==> config.mk <==
export PLATFORM = sky130hd
export DESIGN_NAME = pss_peak_tracker
export DESIGN_NICKNAME = d
export VERILOG_FILES = /design/src/rtl/pss_peak_tracker.sv
export SDC_FILE = /design/constraint.sdc
export NUM_CORES = 2
export LEC_CHECK = 0
export ABC_CLOCK_PERIOD_IN_PS = 39700
export CAP_MARGIN = 20
export CORE_ASPECT_RATIO = 0.7
export CORE_MARGIN = 4
export CORE_UTILIZATION = 30
export CTS_CLUSTER_DIAMETER = 200
export DETAILED_ROUTE_END_ITERATION = 16
export PLACE_DENSITY = 0.46
export SKIP_CTS_REPAIR_TIMING = 1
export SLEW_MARGIN = 20
export SYNTH_ARGS = -nofsm -noshare
export SYNTH_HDL_FRONTEND = slang
export SYNTH_SLANG_ARGS = --single-unit
==> constraint.sdc <==
create_clock -name clk_i -period 39.7 [get_ports clk_i]
set_input_delay 11.91 -clock clk_i [delete_from_list [all_inputs] [get_ports clk_i]]
set_output_delay 11.91 -clock clk_i [all_outputs]
set_load 0.01 [all_outputs]
==> src/rtl/pss_peak_tracker.sv <==
// pss_peak_tracker: multi-channel PSS peak detector with sliding-mean threshold and SSB-period tracking.
module pss_peak_tracker #(
  parameter int NUM_CH       = 3,
  parameter int IN_DW        = 32,
  parameter int WINDOW_LEN   = 8,
  parameter int THRESH_SHIFT = 3,
  parameter int MIN_LEVEL    = 0,
  parameter int SSB_INTERVAL = 38400,
  parameter int TRACK_TOL    = 100,
  parameter int MAX_MISS     = 3,
  parameter bit TRACK_EN     = 1'b1,
  localparam int CW = $clog2(NUM_CH),
  localparam int MW = $clog2(MAX_MISS + 1)
) (
  input  logic                    clk_i,
  input  logic                    reset_ni,
  input  logic [NUM_CH*IN_DW-1:0] s_axis_in_tdata,
  input  logic                    s_axis_in_tvalid,
  input  logic [1:0]              mode_i,
  input  logic [CW-1:0]           requested_N_id_2_i,
  output logic [CW-1:0]           N_id_2_o,
  output logic                    N_id_2_valid_o,
  output logic [IN_DW-1:0]        peak_score_o,
  output logic                    locked_o,
  output logic [MW-1:0]           miss_cnt_o,
  output logic                    correlator_en_o
);
  localparam int LW  = $clog2(WINDOW_LEN);
  localparam int SW  = IN_DW + LW;
  localparam int TW  = IN_DW + THRESH_SHIFT;
  localparam int SCW = $clog2(SSB_INTERVAL + TRACK_TOL + 1);
  typedef enum logic [1:0] {IDLE, SEARCH, TRACK, PAUSED} state_t;
  state_t state;
  logic [IN_DW-1:0] hist [NUM_CH][WINDOW_LEN];
  logic [SW-1:0] sum [NUM_CH];
  logic [LW:0] fill;
  logic [SCW-1:0] cnt, cur;
  logic [IN_DW-1:0] x, cand_x;
  logic [TW-1:0] thr;
  logic [CW-1:0] cand_id;
  logic cand_ok, full, pause, find, win, hit;
  assign pause = mode_i[1];
  assign find  = mode_i == 2'd1;
  assign full  = fill == (LW + 1)'(WINDOW_LEN);
  // cur is the position of the sample being presented, counted from the last hit
  assign cur   = cnt + 1'b1;
  assign win   = cur >= SCW'(SSB_INTERVAL - TRACK_TOL) && cur <= SCW'(SSB_INTERVAL + TRACK_TOL);
  assign hit   = cand_ok && cand_id == N_id_2_o && win;
  always_ff @(posedge clk_i) begin
    if (!reset_ni || pause) begin
      fill <= '0;
      for (int c = 0; c < NUM_CH; c++) begin
        sum[c] <= '0;
        for (int k = 0; k < WINDOW_LEN; k++) hist[c][k] <= '0;
      end
    end else if (s_axis_in_tvalid) begin
      fill <= full ? fill : fill + 1'b1;
      for (int c = 0; c < NUM_CH; c++) begin
        sum[c] <= sum[c] + SW'(s_axis_in_tdata[c*IN_DW +: IN_DW]) - SW'(hist[c][WINDOW_LEN-1]);
        hist[c][0] <= s_axis_in_tdata[c*IN_DW +: IN_DW];
        for (int k = 1; k < WINDOW_LEN; k++) hist[c][k] <= hist[c][k-1];
      end
    end
  end
  // strictly-greater keeps the lowest index on ties
  always_comb begin
    cand_ok = 1'b0;
    cand_id = '0;
    cand_x  = '0;
    x       = '0;
    thr     = '0;
    for (int c = 0; c < NUM_CH; c++) begin
      x   = s_axis_in_tdata[c*IN_DW +: IN_DW];
      thr = TW'(sum[c] >> LW) << THRESH_SHIFT;
      if (s_axis_in_tvalid && full && x > IN_DW'(MIN_LEVEL) && TW'(x) >= thr &&
          (!find || requested_N_id_2_i == CW'(c)) && (!cand_ok || x > cand_x)) begin
        cand_ok = 1'b1;
        cand_id = CW'(c);
        cand_x  = x;
      end
    end
  end
  always_ff @(posedge clk_i) begin
    if (!reset_ni) begin
      state           <= IDLE;
      N_id_2_o        <= '0;
      N_id_2_valid_o  <= 1'b0;
      peak_score_o    <= '0;
      locked_o        <= 1'b0;
      miss_cnt_o      <= '0;
      correlator_en_o <= 1'b0;
      cnt             <= '0;
    end else begin
      N_id_2_valid_o  <= 1'b0;
      correlator_en_o <= !pause;
      if (pause) begin
        state      <= PAUSED;
        locked_o   <= 1'b0;
        miss_cnt_o <= '0;
      end else begin
        case (state)
          IDLE, PAUSED: state <= SEARCH;
          SEARCH: if (cand_ok) begin
            N_id_2_valid_o <= 1'b1;
            N_id_2_o       <= cand_id;
            peak_score_o   <= cand_x;
            if (TRACK_EN) begin
              state      <= TRACK;
              locked_o   <= 1'b1;
              cnt        <= '0;
              miss_cnt_o <= '0;
            end
          end
          TRACK: if (find && requested_N_id_2_i != N_id_2_o) begin
            state      <= SEARCH;
            locked_o   <= 1'b0;
            miss_cnt_o <= '0;
          end else if (s_axis_in_tvalid) begin
            if (hit) begin
              N_id_2_valid_o <= 1'b1;
              peak_score_o   <= cand_x;
              cnt            <= '0;
              miss_cnt_o     <= '0;
            end else if (cur == SCW'(SSB_INTERVAL + TRACK_TOL)) begin
              if (miss_cnt_o == MW'(MAX_MISS - 1)) begin
                state      <= SEARCH;
                locked_o   <= 1'b0;
                miss_cnt_o <= '0;
              end else begin
                miss_cnt_o <= miss_cnt_o + 1'b1;
                cnt        <= SCW'(TRACK_TOL);
              end
            end else cnt <= cur;
          end
        endcase
      end
    end
  end
endmodule

* After elaboration in Yosys (flattened, before gate mapping)
Memories as Yosys holds them, arrays and structs flattened.
Index checks and enable logic that the tools add are counted.
** Operators by class
- Mux-type cells :: 79
- Order comparisons :: 10
- Bitwise operators :: 30
- Equality and inequality tests :: 26
- $add $sub $neg :: 9
- Reduce and logical (&&, ||, !) cells :: 39
** Operator list (count)
- 32-bit two-way mux :: 31
- 35-bit by 32-bit adder with 35-bit output :: 3
- 32-bit by 35-bit greater-or-equal comparator with 1-bit output :: 3
- 35-bit two-way mux :: 3
- 35-bit by 32-bit subtractor with 35-bit output :: 3
- 32-bit by 1-bit > comparator with 1-bit output, second input constant :: 3
- 16-bit two-way mux :: 6
- 32-bit > comparator :: 2
- 32-bit one-hot mux with 2 select lines :: 1
- 16-bit one-hot mux with 2 select lines :: 1
- 2-bit two-way mux :: 14
- 1-bit OR :: 27
- 4-bit inequality test, second input constant :: 6
- 1-bit two-way mux :: 19
- 6-bit AND reduction :: 3
- 16-bit by 1-bit adder with 16-bit output, second input constant :: 1
- 16-bit equality test, second input constant :: 1
- 16-bit greater-or-equal comparator, second input constant :: 1
- 16-bit less-or-equal comparator, second input constant :: 1
- 1-bit logical AND :: 16
- 3-bit inequality test, second input constant :: 5
- 2-bit equality test, second input constant :: 4
- 2-bit inequality test, second input constant :: 4
- 2-bit by 1-bit equality test with 1-bit output, second input constant :: 3
- other kinds (18) :: 32
** Word-level totals
- Bits in registers :: 61
- Input bits :: 103
- RAM bits :: 873
- Memories :: 2
- Output and inout port bits :: 39
- Word-level logic and storage cells :: 204
** Memories
- hist :: depth 3, bits a word 256, rd ports 3, clocked after Yosys merged registers in 0, write ports 3, line 34 : logic [IN_DW-1:0] hist [NUM_CH][WINDOW_LEN];
- sum :: depth 3, bits a word 35, rd ports 3, clocked after Yosys merged registers in 0, write ports 3, line 35 : logic [SW-1:0] sum [NUM_CH];

* Depth between registers and ports, before layout
- Depth in word-level cells :: 22
- Depth in mapped cells :: 37

* Worst setup path after synthesis
No wires, ideal clock.
- Path kind :: input port to flip-flop
- From :: input s_axis_in_tvalid
- To :: register miss_cnt_o[0]
- Slack :: 5158 ps
- Data arrival time :: 34394 ps
- Stages on the path :: 5
- Required time :: 39552 ps
- Setup time :: 148 ps
- Cell sequence :: clkbuf_1 > nand2b_1 > o22ai_1 > o21ai_0 > o21ai_0
** Between the ends
- Cells in the longest elaborated chain, start to end :: 20
** RTL lines
- start, declared :: line 18 : input logic s_axis_in_tvalid,
- 1-bit logical AND (4 in a row) :: line 75 : if (s_axis_in_tvalid && full && x > IN_DW'(MIN_LEVEL) && TW'(x) >= thr &&
- 32-bit two-way mux or 1-bit two-way mux (tied branches) :: line 75
- 32-bit > comparator or 1-bit zero test (tied branches) :: line 76 : (!find || requested_N_id_2_i == CW'(c)) && (!cand_ok || x > cand_x)) begin
- 1-bit logical OR :: line 76
- 1-bit logical AND :: line 76
- 32-bit two-way mux or 1-bit two-way mux (tied branches) :: line 75
- 32-bit > comparator or 1-bit zero test (tied branches) :: line 76
- 1-bit logical OR :: line 76
- 1-bit logical AND :: line 76
- 2-bit two-way mux :: line 75
- 2-bit equality test :: line 48 : assign hit = cand_ok && cand_id == N_id_2_o && win;
- 1-bit logical AND (2 in a row) :: line 48
- 2-bit two-way mux :: line 119 : if (hit) begin
- 2-bit two-way mux :: line 118 : end else if (s_axis_in_tvalid) begin
- 2-bit two-way mux :: line 114 : TRACK: if (find && requested_N_id_2_i != N_id_2_o) begin
- 2-bit one-hot mux with 2 select lines :: line 101 : case (state)
- end signal, assigned :: line 130 : miss_cnt_o <= miss_cnt_o + 1'b1;
- end, declared :: line 25 : output logic [MW-1:0] miss_cnt_o,
Several ways; a longest one is shown, not always the timed one. The select of a mux whose other input is x is not followed.
A chain may end at the register's enable or synchronous reset.

* Worst setup path in the final report
- From :: input s_axis_in_tdata[12]
- To :: register cnt[2]
** Between the ends
- Cells in the longest elaborated chain, start to end :: 20
** RTL lines
- start, declared :: line 17 : input logic [NUM_CH*IN_DW-1:0] s_axis_in_tdata,
- 32-bit by 1-bit > comparator with 1-bit output
- 1-bit logical AND (3 in a row) :: line 75
- 32-bit two-way mux or 1-bit two-way mux (tied branches) :: line 75
- 32-bit > comparator or 1-bit zero test (tied branches) :: line 76
- 1-bit logical OR :: line 76
- 1-bit logical AND :: line 76
- 32-bit two-way mux or 1-bit two-way mux (tied branches) :: line 75
- 32-bit > comparator or 1-bit zero test (tied branches) :: line 76
- 1-bit logical OR :: line 76
- 1-bit logical AND :: line 76
- 2-bit two-way mux :: line 75
- 2-bit equality test :: line 48
- 1-bit logical AND (2 in a row) :: line 48
- 16-bit two-way mux :: line 119
- 16-bit two-way mux :: line 118
- 16-bit two-way mux :: line 114
- 16-bit one-hot mux with 2 select lines :: line 101
- end signal, assigned :: line 131 : cnt <= SCW'(TRACK_TOL);
- end signal, assigned :: line 133 : end else cnt <= cur;
- end, declared :: line 37 : logic [SCW-1:0] cnt, cur;
Several ways; a longest one is shown, not always the timed one. The select of a mux whose other input is x is not followed.

==> metrics.csv <==
stage,metric,value,unit
outcome,status,finished clean,
worst_setup_path,worst flop-to-flop path startpoint,sum[0][13]$_SDFFCE_PN0P_,
final_layout,Final Util,34.5,%
grt,initial antenna violation count,13,
synthesis,"EDFF count, synth",873,
sta,RSZ-0062 raised after global routing,no,
synthesis,leading post-synthesis cells by cell area,"edfxtp_1 55%, and3_1 9.1%, ha_1 7.0%",
sta,Fmax achieved,0.0483,GHz
clock_network,Clock Sinks,934,
final_layout,layout cells sized above 1,5.23,%
clock_network,CTS tree,yes,
grt,GR Util All Layers,15.7,%
sta,Max Slew Vio Count,0,
sta,Period minus WS final,20.71,ns
worst_setup_path,R2R cell count,32,
clock_network,clock transition at the registers of the reported paths,0.07,ns
synthesis,Mapped Avg Cell Area,11.8,sq um
floorplan,die area,0.166,sq mm
synthesis,predominant post-synthesis flop cell,edfxtp_1,
synthesis,"Net Count, Synth",4531,
pwr,power per cell area,46.1,mW/mm^2
worst_hold_path,min-delay worst type,reg2reg,
detailed_routing,Remaining DRCs,0,
synthesis,Synth area leader,edfxtp_1,
worst_setup_path,critical path depth,32,
worst_setup_path,RR Endpoint,cnt[2]$_SDFFE_PN0P_,
worst_setup_path,WS Path Type,in2reg,
worst_setup_path,Slowest cell on crit path,and2_2,
job,Max-cap violations,0,
place,Final GP Congestion,0.887,
detailed_routing,detail-routed net length per standard cell,21.1,um
detailed_routing,via/cell ratio,4.92,
grt,GRT overflow,0,
synthesis,Synth top area share,54.7,%
worst_setup_path,Worst setup startpoint,s_axis_in_tdata[12],
clock_network,total CTS buffers,94,
worst_setup_path,crit-path max cell delay,0.70,ns
sta,Worst slew margin,29.3,%
worst_setup_path,Max Fanout on Critical Path,55,
pwr,Peak supply drop,0.0000335,V
synthesis,synthesized cell area,0.0480,sq mm
sta,final setup vio count,0,
worst_setup_path,CP Capture Type,register,
synthesis,"Distinct cells, synth",90,
worst_setup_path,CP Buf/Inv Count,4,
floorplan,row count,122,
final_layout,area occupied by multi-input gates,0.0180,sq mm
grt,number of global-route vias before repair,29400,
final_layout,NumNets Final,4572,
detailed_routing,routed vias,31000,
floorplan,num ports,142,
sta,clk_skew,0.0290,ns
detailed_routing,WL final,133,mm
clock_network,root buf cell,clkbuf_16,
clock_network,clock latency on the worst-skew pair,0.71,ns
synthesis,"FFs w/ async S/R, synth",0,%
worst_setup_path,Worst EP required,40.32,ns
clock_network,CTS max path bufs,3,
worst_setup_path,"Arr. time, crit path",21.33,ns
final_layout,register area,0.0274,sq mm
sta,Final Hold Fails,0,
sta,measured slew at the worst slew-check pin,1.06,ns
sta,Tcrit/Tclk final,52.2,%
sta,Setup TNS Final,0,ns
synthesis,Synth Warn #,0,
clock_network,H-tree depth,3,
pwr,Leakage Power,24.5,nW
final_layout,Filler cells,15700,
place,port bufs,141,
worst_setup_path,CP Launch Type,input pin,
synthesis,Cells after Synth,4064,
worst_setup_path,Top Family by Delay on Critical Path,simple AND/OR/NAND/NOR gates,
floorplan,Die W,486,um
floorplan,core area,0.158,sq mm
detailed_routing,DR pass1 iterations,5,
floorplan,starting density of the core,30.3,%
detailed_routing,ANT nets after route,0,
synthesis,sequential share of the synthesized area,57.2,%
grt,first-pass GRT wire length,198,mm
final_layout,Synth-to-Final Area Change,14.0,%
worst_setup_path,CP Capture Point,cnt[2]$_SDFFE_PN0P_,
grt,largest net degree at the start of global routing,241,
synthesis,Yosys reg bits,934,
floorplan,Die H,343,um
worst_setup_path,"reg-to-reg slack, setup",30.50,ns
place,dpl hpwl,91.5,mm
detailed_routing,First DRT Iteration DRCs,2805,
-- flip-flops by register name (all words and copies together) (netlist names) --
name,cells
cnt,16
N_id_2_o,2
miss_cnt_o,2
state,2
sum,105
hist,768
N_id_2_valid_o,1
locked_o,1
fill,4
correlator_en_o,1
peak_score_o,32
-- synthesized netlist by cell type (6+ instances only) --
cell,number
edfxtp_1,873
and3_1,694
inv_1,429
nor2_1,278
ha_1,268
clkbuf_1,211
a21oi_1,153
nand2_1,132
o21ai_0,118
fa_1,96
a21o_1,78
dfxtp_1,61
nand3_1,52
a211oi_1,49
nor3_1,47
xnor2_1,43
xor2_1,42
nand4_1,37
a2111o_1,33
nor4_1,33
a21boi_1,32
nand2b_1,27
nor2b_1,24
o21a_1,17
a31oi_1,15
o21bai_1,14
and2_1,11
o211ai_1,11
nor3b_1,10
a211o_1,9
a21boi_0,9
o31ai_1,9
a221oi_1,8
buf_1,8
nand3b_1,8
and4_1,7
buf_2,7
mux2i_1,7
o31a_1,6
-- cells by family (layout without fill, tap and decap cells) --
group / after synthesis / count (layout) / synth area share, %
XOR/XNOR: 85 / 85 / 1.55
AND/OR/NAND/NOR: 1395 / 1395 / 16.1
buffers and inverters: 661 / 783 / 5.23
multiplexers: 9 / 9 / 0.193
other: 0 / 5 / 0
adder cells (fa/ha/maj): 364 / 364 / 11.0
flip-flops: 934 / 934 / 57.2
AO/OA/AOI/OAI: 616 / 616 / 8.72
-- worst min-delay path: cells and delay by family (launching register included) --
family	cells	cell delay (ns)
flops	1	0.31
compound gates	2	0.13
-- per-stage QoR --
step	area (sq um)	total power, mW	cells	worst slack, ns	hold WS, ns
6_report	54700	2.52	6299	18.99	0.480
5_1_grt	54700	2.66	6299	18.34	0.516
4_1_cts	54600	2.55	6294	19.14	0.486
3_5_place_dp	51500	1.61	6117	18.39	0.476
3_3_place_gp	51500	1.61	6117	18.46	0.469
2_1_floorplan	48000	1.51	4064	5.16	0.472
-- metal layers --
metal / share of wire (%) / wire [um] / up-vias / global-route usage (%)
li1: - / - / 14900 / -
met1: 51 / 67800 / 15300 / 24.3
met2: 41 / 54100 / 621 / 21.7
met3: 5.7 / 7540 / 177 / 3.50
met4: 2.7 / 3600 / 0 / 4.53
met5: 0 / 0 / - / 0
-- placed cells by master (no fill, tap or decap), types with 10 or more instances in the layout --
cell	count
o211ai_1	11
bufinv_16	11
nor3_1	47
nand3_1	52
nand2_1	130
nor2b_1	24
a211oi_1	49
o21a_1	17
o21ai_0	118
clkdlybuf4s50_1	139
o21bai_1	14
buf_4	28
fa_1	96
edfxtp_1	873
ha_1	268
clkbuf_1	24
dfxtp_1	61
and3_1	694
clkinv_2	20
nand4_1	37
nor4_1	33
a21oi_1	152
nor3b_1	10
a2111o_1	33
a31oi_1	15
inv_1	429
a21o_1	78
xor2_1	42
nor2_1	278
xnor2_1	43
nand2b_1	26
clkbuf_16	95
a21boi_1	32
and2_1	10
-- cell type report --
class | count | share of cell area (%)
tap | 2108 | 4.82
clock inverter | 56 | 1.27
antenna | 5 | 0.0229
sequential | 934 | 50.2
timing repair buffer | 174 | 3.13
clock buffer | 121 | 4.56
inverter | 432 | 2.98
multi-input combinational | 2469 | 33.0
-- worst min path at each step --
stage	from	end	slack [ns]	depth (start not counted)
floorplan	cnt[15]$_SDFFE_PN0P_	cnt[15]$_SDFFE_PN0P_	0.47	1
global placement	peak_score_o[20]$_SDFFE_PN0P_	peak_score_o[20]$_SDFFE_PN0P_	0.47	2
detailed placement	peak_score_o[20]$_SDFFE_PN0P_	peak_score_o[20]$_SDFFE_PN0P_	0.48	2
CTS	peak_score_o[20]$_SDFFE_PN0P_	peak_score_o[20]$_SDFFE_PN0P_	0.49	2
global route	peak_score_o[18]$_SDFFE_PN0P_	peak_score_o[18]$_SDFFE_PN0P_	0.52	2
finish	peak_score_o[20]$_SDFFE_PN0P_	peak_score_o[20]$_SDFFE_PN0P_	0.48	2
-- where the power goes --
part | internal, mW | total (mW) | switching, mW
Sequential | 1.13 | 1.14 | 0.0135
Combinational | 0.171 | 0.450 | 0.279
Clock | 0.523 | 0.932 | 0.408
Note: power is estimated with default switching activity, not from simulation.
